$ cat src/rtl/cpu_types_pkg.sv
// Shared CPU pipeline types: stage control struct and default payload width.
package cpu_types_pkg;

    typedef struct packed {
        logic valid;
        logic flush;
    } pipe_ctrl_t;

    localparam int unsigned PIPE_DEFAULT_W = 32;

endpackage

$ cat src/rtl/pipe_stage_reg_slot.sv
// One elastic pipeline slot: valid+data register, plus a skid register when
// PIPE_STAGE_SKID_EN is defined. Empty entries always hold zero data.
module pipe_slot
    import cpu_types_pkg::*;
#(
    parameter int unsigned DATA_W = PIPE_DEFAULT_W
) (
    input  logic              clk,
    input  logic              rst,
    input  logic              flush,
    input  logic              up_valid,
    output logic              up_ready,
    input  logic [DATA_W-1:0] up_data,
    output logic              down_valid,
    input  logic              down_ready,
    output logic [DATA_W-1:0] down_data
);

    logic              v_q;
    logic [DATA_W-1:0] d_q;
    logic              accept;
    logic              adv;

    assign adv        = v_q && down_ready;
    assign accept     = up_valid && up_ready;
    assign down_valid = v_q;
    assign down_data  = d_q;

`ifdef PIPE_STAGE_SKID_EN
    logic              sv_q;
    logic [DATA_W-1:0] sd_q;

    // Ready depends only on skid occupancy, so no combinational path from down_ready.
    assign up_ready = !sv_q;

    always_ff @(posedge clk) begin
        if (rst || flush) begin
            v_q  <= 1'b0;
            d_q  <= '0;
            sv_q <= 1'b0;
            sd_q <= '0;
        end else if (adv) begin
            if (sv_q) begin
                // Skid holds the older payload; it drains first. accept is 0 here.
                v_q  <= 1'b1;
                d_q  <= sd_q;
                sv_q <= 1'b0;
                sd_q <= '0;
            end else if (accept) begin
                v_q <= 1'b1;
                d_q <= up_data;
            end else begin
                v_q <= 1'b0;
                d_q <= '0;
            end
        end else if (accept) begin
            if (v_q) begin
                sv_q <= 1'b1;
                sd_q <= up_data;
            end else begin
                v_q <= 1'b1;
                d_q <= up_data;
            end
        end
    end
`else
    assign up_ready = !v_q || down_ready;

    always_ff @(posedge clk) begin
        if (rst || flush) begin
            v_q <= 1'b0;
            d_q <= '0;
        end else if (accept) begin
            v_q <= 1'b1;
            d_q <= up_data;
        end else if (adv) begin
            v_q <= 1'b0;
            d_q <= '0;
        end
    end
`endif

endmodule

$ cat src/rtl/pipe_stage_reg.sv
// Elastic valid/ready pipeline register of DEPTH chained slots with flush.
// Optional skid registers (registered ready) via `define PIPE_STAGE_SKID_EN.
module pipe_stage_reg
    import cpu_types_pkg::*;
#(
    parameter int unsigned DATA_W = PIPE_DEFAULT_W,
    parameter int unsigned DEPTH  = 1,
    parameter int unsigned CNT_W  = $clog2(2*DEPTH+1)
) (
    input  logic              CLK,
    input  logic              RST,
    input  logic              flush,
    input  logic              in_valid,
    output logic              in_ready,
    input  logic [DATA_W-1:0] in_data,
    output logic              out_valid,
    input  logic              out_ready,
    output logic [DATA_W-1:0] out_data,
    output logic [CNT_W-1:0]  occupancy
);

    // Index i is the link feeding slot i; index DEPTH is the output side.
    logic [DEPTH:0]    vld;
    logic [DEPTH:0]    rdy;
    logic [DATA_W-1:0] dat [DEPTH+1];

    assign vld[0]     = in_valid;
    assign dat[0]     = in_data;
    assign rdy[DEPTH] = out_ready;
    assign in_ready   = rdy[0];
    assign out_valid  = vld[DEPTH];
    assign out_data   = dat[DEPTH];

    for (genvar i = 0; i < DEPTH; i++) begin : g_slot
        pipe_slot #(
            .DATA_W(DATA_W)
        ) u_slot (
            .clk       (CLK),
            .rst       (RST),
            .flush     (flush),
            .up_valid  (vld[i]),
            .up_ready  (rdy[i]),
            .up_data   (dat[i]),
            .down_valid(vld[i+1]),
            .down_ready(rdy[i+1]),
            .down_data (dat[i+1])
        );
    end

    logic accept;
    logic deliver;

    assign accept  = in_valid && in_ready;
    assign deliver = out_valid && out_ready;

    always_ff @(posedge CLK) begin
        if (RST || flush) begin
            occupancy <= '0;
        end else if (accept && !deliver) begin
            occupancy <= occupancy + CNT_W'(1);
        end else if (!accept && deliver) begin
            occupancy <= occupancy - CNT_W'(1);
        end
    end

endmodule

$ cat config.mk
export PLATFORM = sky130hd
export DESIGN_NAME = pipe_stage_reg
export DESIGN_NICKNAME = d
export VERILOG_FILES = /design/src/rtl/cpu_types_pkg.sv /design/src/rtl/pipe_stage_reg_slot.sv /design/src/rtl/pipe_stage_reg.sv
export SDC_FILE = /design/constraint.sdc
export NUM_CORES = 1
export LEC_CHECK = 0
export BUFFER_PORTS_ARGS = -buffer_cell sky130_fd_sc_hd__buf_2
export CORE_UTILIZATION = 44
export CTS_CLUSTER_DIAMETER = 60
export DETAILED_ROUTE_END_ITERATION = 8
export PLACE_DENSITY = 0.79
export SLEW_MARGIN = 10
export SYNTH_ARGS = -nofsm -noshare
export SYNTH_HDL_FRONTEND = slang
export SYNTH_SLANG_ARGS = --single-unit
$ cat constraint.sdc
create_clock -name CLK -period 1.25 [get_ports CLK]
set_input_delay 0.25 -clock CLK [delete_from_list [all_inputs] [get_ports CLK]]
set_output_delay 0.25 -clock CLK [all_outputs]
set_load 0.005 [all_outputs]
==> Word-level counts from Yosys, hierarchy flattened <==
Cells that the tools add are included.
{ "totals": {"reg_bits": 35, "latchBits": 0, "ram_bits": 0, "mem_bits_ro": 0, "in_bits": 37, "output_inout_bits": 36, "elab_cells": 22, "mem_count": 0} }
{ "op_classes": {"n_addsub": 2, "mul": 0, "div_mod_pow": 0, "order_cmp": 0, "n_eq_ne": 0, "shifts": 0, "n_mux": 6, "n_bitwise": 0, "reduce_logical": 11} }
{ "ops": {"columns": ["operator", "count"], "rows": [
  ["2-to-1 mux 32 bit", 2],
  ["logical AND 1 bit", 4],
  ["2-to-1 mux 2 bit", 2],
  ["nonzero test 2 bit", 2],
  ["logical NOT 1 bit", 3],
  ["adder 2 x 1 -> 2 bit, second input constant", 1],
  ["logical OR 1 bit", 2],
  ["2-to-1 mux 1 bit", 2],
  ["subtractor 2 x 1 -> 2 bit, second input constant", 1]
]} }

==> Longest topological paths before layout <==
Gate-level depths: netlist (run 1).
{ "depth": {"ltp_word": 7, "ltp_mapped": 5} }

==> By module <==
From an unflattened synthesis (run 1), not the netlist that was laid out.
{ "unflattened": {"cells_unflattened": 90, "area_unflattened_um2": 1146.1} }
{ "by_module_without_submodules": {"columns": ["module", "n_inst", "cells_per_inst", "area_each_um2"], "rows": [
  ["pipe_slot", 1, 79, 1042.2],
  ["pipe_stage_reg", 1, 11, 103.8]
]} }

==> Worst setup path before layout (run 1) <==
Ideal clock, no wire load.
{ "synth_path": {"kind": "reg-to-reg", "from": "register g_slot[0].u_slot.v_q", "to": "register g_slot[0].u_slot.d_q[0]", "arrival_ps": 1079, "required_ps": 1185, "slack_ps": 106, "path_stages_with_launch": 5, "path_buffers": 1, "synth_period_minus_slack_ps": 1144, "cell_sequence": "dfxtp_1 > mux2i_2 > buf_6 > a32oi_1 > nor2_1"} }
{ "synth_via": {"elab_chain_len": 4, "elab_cells_between_ends": 6, "cone_classes": "mux: 1; reduce/logical: 5"} }
{ "synth_lines": {"columns": ["element", "line_no", "rtl"], "rows": [
  ["start, declared", "pipe_stage_reg_slot.sv:19", "logic v_q;"],
  ["start signal, assigned", "pipe_stage_reg_slot.sv:71", "v_q <= 1'b0;"],
  ["start signal, assigned", "pipe_stage_reg_slot.sv:74", "v_q <= 1'b1;"],
  ["start signal, assigned", "pipe_stage_reg_slot.sv:77", "v_q <= 1'b0;"],
  ["logical NOT 1 bit", "pipe_stage_reg_slot.sv:67", "assign up_ready = !v_q || down_ready;"],
  ["logical OR 1 bit", "pipe_stage_reg_slot.sv:67", null],
  ["logical AND 1 bit", "pipe_stage_reg_slot.sv:25", "assign accept = up_valid && up_ready;"],
  ["2-to-1 mux 32 bit or nonzero test 2 bit (tied branches)", null, null],
  ["end signal, assigned", "pipe_stage_reg_slot.sv:75", "d_q <= up_data;"],
  ["end, declared", "pipe_stage_reg_slot.sv:20", "logic [DATA_W-1:0] d_q;"]
]} }
Several ways; a longest one is shown, not always the timed one.
A chain may end at the register's enable or synchronous reset.

==> Worst setup path in the final report (run 1) <==
{ "layout_path": {"from": "register g_slot[0].u_slot.v_q", "to": "register g_slot[0].u_slot.d_q[30]"} }
Same word-level chain as after synthesis.

==> flow_summary.ini, run 1 <==
[run_status]
outcome = finished, violations left
violations = design-rule violations

[synth]
ys.warnings.count = 0
yosys.area_share.xor_xnor_pct = 0
yosys-mux-area-fraction_pct = 1.00
synthesis.instances = 129
synth_async_sr_flop_share_pct = 0
ys_ff_latch = 35
synthesis.area_sq_um = 1380
main_combinational_cell_family_by_area_after_synthesis = compound AO/OA/AOI/OAI gates
number_of_enable_flip_flop_cells_after_synthesis = 0
simple_gate_share_of_the_synthesized_area_pct = 13.9
yosysUniqueCellTypes = 21
postSynthNetCount = 166
yosys.area_share.adder_pct = 0
synth_flop_cell = dfxtp_1
synth_compound_area_share_pct = 22.0
synth.yosys.seq_area_share_pct = 50.9
syn_avg_cell_area_sq_um = 10.7

[min_path]
worstHoldPathType = in -> reg

[timing]
slew_headroom_pct = 82.2
final.setup_skew_ns = 0.00823
post-route-min-period_ns = 1.24
final.hold.worst_slack_ns = 0.173
max_clock_freq_mhz = 809
report.final.setup_viol = 0
tightestPinTransition_ns = 0.261
report.final.slew_viol_count = 0
finalHoldViolations = 0
setup_repair_after_global_routing_missed_its_margin = true
min_period_over_period_pct = 98.9

[die]
rows = 19
core_area_sq_um = 2850
die_y_microns = 57.9
boundaryPins = 73
fp.dieArea_sq_um = 3360
start_util_pct = 48.2
chipWidth_microns = 57.9

[cells_and_area]
layout-area-overhead-vs-synth_pct = 36.0
num-nets-final = 244
multiInputGateArea_sq_um = 532
area.sequential_sq_um = 704
layout.cells.most_common = buf_2
antenna_cells_inserted = 0
layout.filler_cells = 244
commonest_cells_after_routing_fill_and_taps_aside = buf_2, dfxtp_1, nor2_1, a32oi_1, buf_4
stdcell_area_sq_um = 1870
final_layout_size_suffix_gt1_share_pct = 48.1

[pwr]
power_density_nw_per_um2 = 1240
p_total_mw = 2.32
total_leakage_power_nw = 0.880
vdd_ir_drop_max_mv = 0.967

[clocking]
cts_max_path_buffers = 2
cts_made_buffers = 5
cts-root-buf = clkbuf_4
clock_latency_ns = 0.33
worst_setup_hold_path_clk_slew_ns = 0.11
cts_sinks = 35
htree_num_levels = 2
cts_tree = built

[flow_run]
cap_violations = 0

[critical_path]
critical_path.startpoint_type = flip-flop
critPathKind = reg -> reg
max_stage_delay_on_crit_path_ns = 0.39
cp-end-kind = flip-flop
cp.required_ns = 1.52
slowest_stage = dfxtp_4
worst-endpoint-arrival_ns = 1.50
crit_chain = buf_6 > mux2i_4 > buf_12 > a32oi_1 > nor2_1
worst-path-max-fanout = 16

[global_routing]
antenna_found_initial = 0
grt_remaining_overflow = 0
grt_max_degree = 33
first_global_vias = 1293
grtUsageTotal_pct = 21.1
grt_pass1_wl_mm = 5.39

[route]
vias_per_cell = 5.61
wl_per_cell_microns = 14.9
first_pass_iters = 6
remaining_drc_errors = 6
num_vias = 1340
wirelength_mm = 3.55
drt_iter0_drcs = 67
detail-route-antenna-nets = 0

[placed_design]
placement.io_buffers = 72
finalWeightedCongestion = 0.698
hpwl_mm = 2.24
placement.cell_area_sq_um = 1680
-- final timing paths --
kind                                                startpoint                        endpoint  slack [ns]  cells past startpoint
worst min register to register  g_slot[0].u_slot.down_data[16]  g_slot[0].u_slot.down_data[16]        0.49                      2
worst max register to register     g_slot[0].u_slot.down_valid  g_slot[0].u_slot.down_data[30]        0.01                      5
worst min-delay path                               in_data[10]  g_slot[0].u_slot.down_data[10]        0.17                      3
worst max-delay path               g_slot[0].u_slot.down_valid  g_slot[0].u_slot.down_data[30]        0.01                      5
-- per-layer routing --
| layer | part of all wire (%) | vias to the layer above | track usage, % |
|---|---|---|---|
| met2 | 48 | 76 | 37.9 |
| li1 | - | 640 | - |
| met1 | 42 | 620 | 22.7 |
| met3 | 8.3 | 4 | 7.81 |
| met5 | 0 | - | 0 |
| met4 | 1.0 | 0 | 7.14 |
-- Yosys cell counts, types with 2 or more instances --
| library cell | instances | share of area [%] |
|---|---|---|
| a32oi_1 | 32 | 20 |
| a21oi_1 | 2 | 0.73 |
| clkbuf_1 | 2 | 0.55 |
| buf_6 | 9 | 7.4 |
| nor2_1 | 32 | 8.7 |
| clkbuf_8 | 2 | 2.0 |
| nand2b_1 | 2 | 0.91 |
| dfxtp_1 | 35 | 51 |
-- state kept, by name (all words and copies together) (netlist names) --
signal,cells
g_slot.u_slot.down_data,32
occupancy,2
g_slot.u_slot.down_valid,1
-- final cells by class --
| class | instances | share of cell area, % |
|---|---|---|
| tap | 31 | 2.07 |
| multi-input combinational | 78 | 28.4 |
| inverter | 1 | 0.201 |
| clock inverter | 2 | 1.87 |
| sequential | 35 | 37.6 |
| timing repair buffer | 86 | 27.1 |
| clock buffer | 6 | 2.74 |
-- cells by family after synthesis --
kind of cell / Yosys count
buffers and inverters: 16
AND/OR/NAND/NOR: 41
flip-flops: 35
multiplexers: 1
AO/OA/AOI/OAI: 36
-- report_power, final --
part,leakage (nW),switching (mW),internal [mW]
clock,0.0482,0.368,0.473
combinational,0.546,0.149,0.162
sequential,0.286,0.0218,1.15
total,0.880,0.539,1.79
-- what timing repair did --
action                     CTS  global route
gates resized for setup      5             3
pin swaps                    0             1
gates cloned                 1             2
setup buffers                4             1
hold buffers                 0             0
setup endpoints to repair    1            34
-- through the flow --
step / setup WS [ns] / std cells / util, % / TNS [ns]
finish: 0.0136 / 239 / 65.6 / 0
floorplan: 0.106 / 129 / - / 0
global placement: 0.108 / 224 / 58.8 / 0
global route: -0.0559 / 239 / 65.6 / -1.02
detailed placement: 0.0647 / 224 / 58.8 / 0
CTS: 0.000174 / 237 / 63.8 / 0
-- critical path, delay by kind of cell (launching register included) --
kind,cells,cell delay (ns)
simple gates,1,0.11
compound gates,1,0.06
flops,1,0.39
buf+inv,2,0.30
mux,1,0.31
(Power assumes the default switching activity.)
==> run 2: changes to the inputs <==
- CELL_PAD_IN_SITES_DETAIL_PLACEMENT: not set -> 1
- CELL_PAD_IN_SITES_GLOBAL_PLACEMENT: not set -> 1
- CORE_UTILIZATION: 44 -> 32
- PLACE_DENSITY: 0.79 -> not set
- PLACE_DENSITY_LB_ADDON: not set -> 0.1
==> run 2 against run 1 <==
Compared with the run above:
- critical endpoint is now g_slot[0].u_slot.down_data[27]
- sequential cell count is the same
- cell area grew 1.2%
- global-route usage shrank 1.6 points
- largest power group unchanged
- the run now ends clean
==> flow_summary.ini, run 2 (synthesis results as in run 1) <==
[route]
wirelength_mm = 4.04
drt_iter0_drcs = 38
detail-route-antenna-nets = 0
remaining_drc_errors = 0
first_pass_iters = 4
vias_per_cell = 5.15
num_vias = 1333
wl_per_cell_microns = 15.6

[cells_and_area]
layout.filler_cells = 494
layout-area-overhead-vs-synth_pct = 37.6
num-nets-final = 245
antenna_cells_inserted = 0
final_layout_size_suffix_gt1_share_pct = 47.4
layout.cells.most_common = buf_2
commonest_cells_after_routing_fill_and_taps_aside = buf_2, dfxtp_1, nor2_1, a32oi_1, buf_4
stdcell_area_sq_um = 1890
largest_register_ffs = 32

[flow_run]
cap_violations = 0

[timing]
final.setup_skew_ns = 0.00495
report.final.setup_viol = 0
finalHoldViolations = 0
post-route-min-period_ns = 1.22
report.final.slew_viol_count = 0
min_period_over_period_pct = 97.7
final.hold.worst_slack_ns = 0.226
tightestPinTransition_ns = 0.246
max_clock_freq_mhz = 819
setup_repair_after_global_routing_missed_its_margin = true
slew_headroom_pct = 83.2

[critical_path]
critical_path.startpoint_type = flip-flop
cp-end-kind = flip-flop
worst-path-max-fanout = 5
worst-endpoint-arrival_ns = 1.45
cp.required_ns = 1.48
critPathKind = reg -> reg

[die]
chipWidth_microns = 67.6
fp.dieArea_sq_um = 4570
die_y_microns = 67.6
start_util_pct = 33.9
core_area_sq_um = 4060
boundaryPins = 73
rows = 23

[global_routing]
grt_max_degree = 22
grtUsageTotal_pct = 19.5
first_global_vias = 1346
grt_pass1_wl_mm = 6.37
grt_remaining_overflow = 0
antenna_found_initial = 0

[clocking]
cts-root-buf = clkbuf_8
worst_setup_hold_path_clk_slew_ns = 0.07
htree_num_levels = 2
cts_sinks = 35
ctsHoldBuffers = 0
cts_tree = built
clock_latency_ns = 0.29
cts_made_buffers = 5
cts_max_path_buffers = 2

[pwr]
total_leakage_power_nw = 0.885
vdd_ir_drop_max_mv = 0.629
power_density_nw_per_um2 = 1200

[min_path]
worstHoldPathType = in -> reg

[placed_design]
placement.io_buffers = 72
hpwl_mm = 2.72
placement.cell_area_sq_um = 1730
finalWeightedCongestion = 0.739

[run_status]
outcome = finished, final reports clean
[run 2: final timing paths]
path	from	endpoint	slack (ns)	cells after the start
setup / recovery	g_slot[0].u_slot.down_valid	g_slot[0].u_slot.down_data[27]	0.03	5
hold / removal	in_data[21]	g_slot[0].u_slot.down_data[21]	0.23	3
setup reg to reg	g_slot[0].u_slot.down_valid	g_slot[0].u_slot.down_data[27]	0.03	5
hold reg to reg	g_slot[0].u_slot.down_data[21]	g_slot[0].u_slot.down_data[21]	0.49	2
[run 2: routing by layer]
metal  routed length [microns]  GRT usage, %  share of wire (%)
met1                      1630          20.5                 40
met3                       340          8.11                8.4
met5                         0             0                  0
met2                      2030          33.5                 50
met4                        35          8.78               0.87
[run 2: metrics by stage]
step	TNS, ns	setup slack (ns)	power, mW	cells	util (%)
4_1_cts	0	0.0110	2.30	257	46.1
5_1_grt	-0.637	-0.0525	2.40	259	46.7
6_report	0	0.0292	2.27	259	46.7
2_1_floorplan	0	0.106	1.37	129	-
3_3_place_gp	0	0.109	1.47	246	42.7
3_5_place_dp	0	0.0242	1.48	246	42.7
[run 2: where the power goes]
part | leakage [nW] | total (mW) | switching [mW] | internal, mW
combinational | 0.557 | 0.311 | 0.151 | 0.160
clock | 0.0422 | 0.792 | 0.401 | 0.391
sequential | 0.286 | 1.17 | 0.0207 | 1.15
[run 2: timing repair]
item                                   4_1_cts  5_1_grt
setup endpoints to repair                    1       30
resized for setup                            3        5
setup buffers                                2        2
cloned                                       1        1
endpoints found under the hold margin        0        0
[run 2: worst max-delay path, cell delays in order (launching register included)]
cell and delay [ns]:
dfxtp_4 0.37, buf_6 0.12, mux2i_4 0.30, buf_2 0.22
a32oi_1 0.06, nor2_1 0.09
[run 2: final cells by class]
| class | count | area (sq um) | share of cell area (%) |
|---|---|---|---|
| tap | 50 | 62.6 | 3.30 |
| clock buffer | 7 | 76.3 | 4.03 |
| inverter | 1 | 3.75 | 0.198 |
| sequential | 35 | 704 | 37.2 |
| timing repair buffer | 87 | 510 | 26.9 |
| multi-input combinational | 78 | 532 | 28.1 |
| clock inverter | 1 | 5.00 | 0.264 |
==> run 3: changes to the inputs <==
- MAX_ROUTING_LAYER: not set -> met4
==> run 3 against run 2 <==
Compared with the run above:
- maximum frequency barely moved
- register-to-register slack barely moved
- final cell count did not move
- clock power barely moved
- critical endpoint unchanged
- largest cell class unchanged
- highest routed layer unchanged
==> flow_summary.ini, run 3 (synthesis results as in run 1) <==
[route]
detail-route-antenna-nets = 0
wl_per_cell_microns = 15.6
remaining_drc_errors = 0
num_vias = 1334
first_pass_iters = 4
drt_iter0_drcs = 23
vias_per_cell = 5.15
wirelength_mm = 4.04

[placed_design]
place_worst_setup_slack_ns = 0.0242
hpwl_mm = 2.72
dp.cells = 246
finalWeightedCongestion = 0.748
placement.io_buffers = 72

[run_status]
outcome = finished, final reports clean

[min_path]
hold_start = in_data[21]
worstHoldPathType = in -> reg

[die]
boundaryPins = 73
rows = 23
core_area_sq_um = 4060
die_y_microns = 67.6
start_util_pct = 33.9
chipWidth_microns = 67.6
fp.dieArea_sq_um = 4570

[cells_and_area]
largest_register_ffs = 32
layout.cells.most_common = buf_2
layout-area-overhead-vs-synth_pct = 37.6
final-instance-count-excl-fill = 259
antenna_cells_inserted = 0
layout.filler_cells = 494
final_layout_size_suffix_gt1_share_pct = 47.4
commonest_cells_after_routing_fill_and_taps_aside = buf_2, dfxtp_1, nor2_1, a32oi_1, buf_4
num-nets-final = 245

[global_routing]
grtUsageTotal_pct = 20.1
grt_remaining_overflow = 0
grt_pass1_wl_mm = 6.37
first_global_vias = 1347
antenna_found_initial = 0
grt_max_degree = 22

[timing]
tightestPinTransition_ns = 0.249
final.setup_skew_ns = 0.00482
setup_slack_ns = 0.0284
tns_ns = 0
setup_repair_after_global_routing_missed_its_margin = true
slew_headroom_pct = 83.1
report.final.slew_viol_count = 0
post-route-min-period_ns = 1.22
max_clock_freq_mhz = 819
min_period_over_period_pct = 97.7
finalHoldViolations = 0
report.final.setup_viol = 0

[pwr]
vdd_ir_drop_max_mv = 0.629
power_density_nw_per_um2 = 1200
switchingPower_uw = 572
clockPowerShare_pct = 34.9
power.sequential.fraction_pct = 51.5
power.switching_fraction_pct = 25.2
total_leakage_power_nw = 0.885
power.combinational.fraction_pct = 13.6
internal_power_mw = 1.70

[flow_run]
cap_violations = 0

[clocking]
cts_sinks = 35
cts_made_buffers = 5
cts-root-buf = clkbuf_8
cts_max_path_buffers = 2
clock_latency_ns = 0.29
worst_setup_hold_path_clk_slew_ns = 0.07
htree_num_levels = 2
cts_tree = built

[critical_path]
r2r-end = g_slot[0].u_slot.down_data[27]
crit-reg2reg-launch = g_slot[0].u_slot.down_valid
critPathKind = reg -> reg
critical_path.startpoint_type = flip-flop
startpoint = g_slot[0].u_slot.down_valid
cp-end-kind = flip-flop
worst-path-max-fanout = 5
cp.required_ns = 1.48
worstSetupEndpoint = g_slot[0].u_slot.down_data[27]
setup.reg_to_reg.worst_slack_ns = 0.03
worst-endpoint-arrival_ns = 1.45
reg2regPathDepth = 5
run 3: cell counts in the layout (fill, tap and decap cells not counted):
No cell type changed its count.
run 3: cell type report:
class / instances / area (sq um) / area share [%]
inverters: 1 / 3.75 / 0.198
well taps: 50 / 62.6 / 3.30
clock buffers: 7 / 76.3 / 4.03
flip-flops and latches: 35 / 704 / 37.2
multi-input cells: 78 / 532 / 28.1
clock inverters: 1 / 5.00 / 0.264
repair buffers: 87 / 510 / 26.9
run 3: through the flow:
step	instance area (sq um)	utilization, %	hold WS [ns]	total power [mW]
final	1890	46.7	0.226	2.27
after global routing	1890	46.7	0.228	2.40
after CTS	1870	46.1	0.219	2.30
after detailed placement	1730	42.7	0.473	1.48
after global placement	1730	42.7	0.461	1.47
after floorplan	1380	-	0.423	1.37
run 3: how the worst min path moves through the flow:
stage	end	slack (ns)	depth (start not counted)
6_report	g_slot[0].u_slot.down_data[21]	0.23	3
5_1_grt	g_slot[0].u_slot.down_data[12]	0.23	3
4_1_cts	g_slot[0].u_slot.down_data[14]	0.22	3
3_5_place_dp	g_slot[0].u_slot.down_data[21]	0.47	2
3_3_place_gp	g_slot[0].u_slot.down_data[29]	0.46	2
2_1_floorplan	g_slot[0].u_slot.down_data[0]	0.42	2
run 3: worst max-delay path: stages, from the launching register on:
cell	delay, ns
dfxtp_4	0.37
buf_6	0.11
mux2i_4	0.30
buf_2	0.22
a32oi_1	0.06
nor2_1	0.09
run 3: repair_timing:
| item | CTS | global route |
|---|---|---|
| endpoints found under the hold margin | 0 | 0 |
| setup buffers | 2 | 2 |
| hold buffers | 0 | 0 |
| setup endpoints to repair | 1 | 31 |
| cloned | 1 | 1 |
| gates resized for setup | 3 | 5 |
run 3: power by group through the flow:
| stage | Combinational (mW) | Sequential, mW | Clock [mW] |
|---|---|---|---|
| after floorplan | 0.167 | 1.20 | 0 |
| after global placement | 0.274 | 1.20 | 0 |
| after detailed placement | 0.286 | 1.20 | 0 |
| after CTS | 0.303 | 1.17 | 0.824 |
| after global routing | 0.342 | 1.17 | 0.882 |
| final | 0.310 | 1.17 | 0.792 |
run 3: per-layer routing:
metal,wire length [microns],track usage [%],vias up
met5,0,-,-
met4,61,10.4,0
met3,281,6.76,4
met2,2050,33.7,43
met1,1640,20.6,647
li1,-,-,640
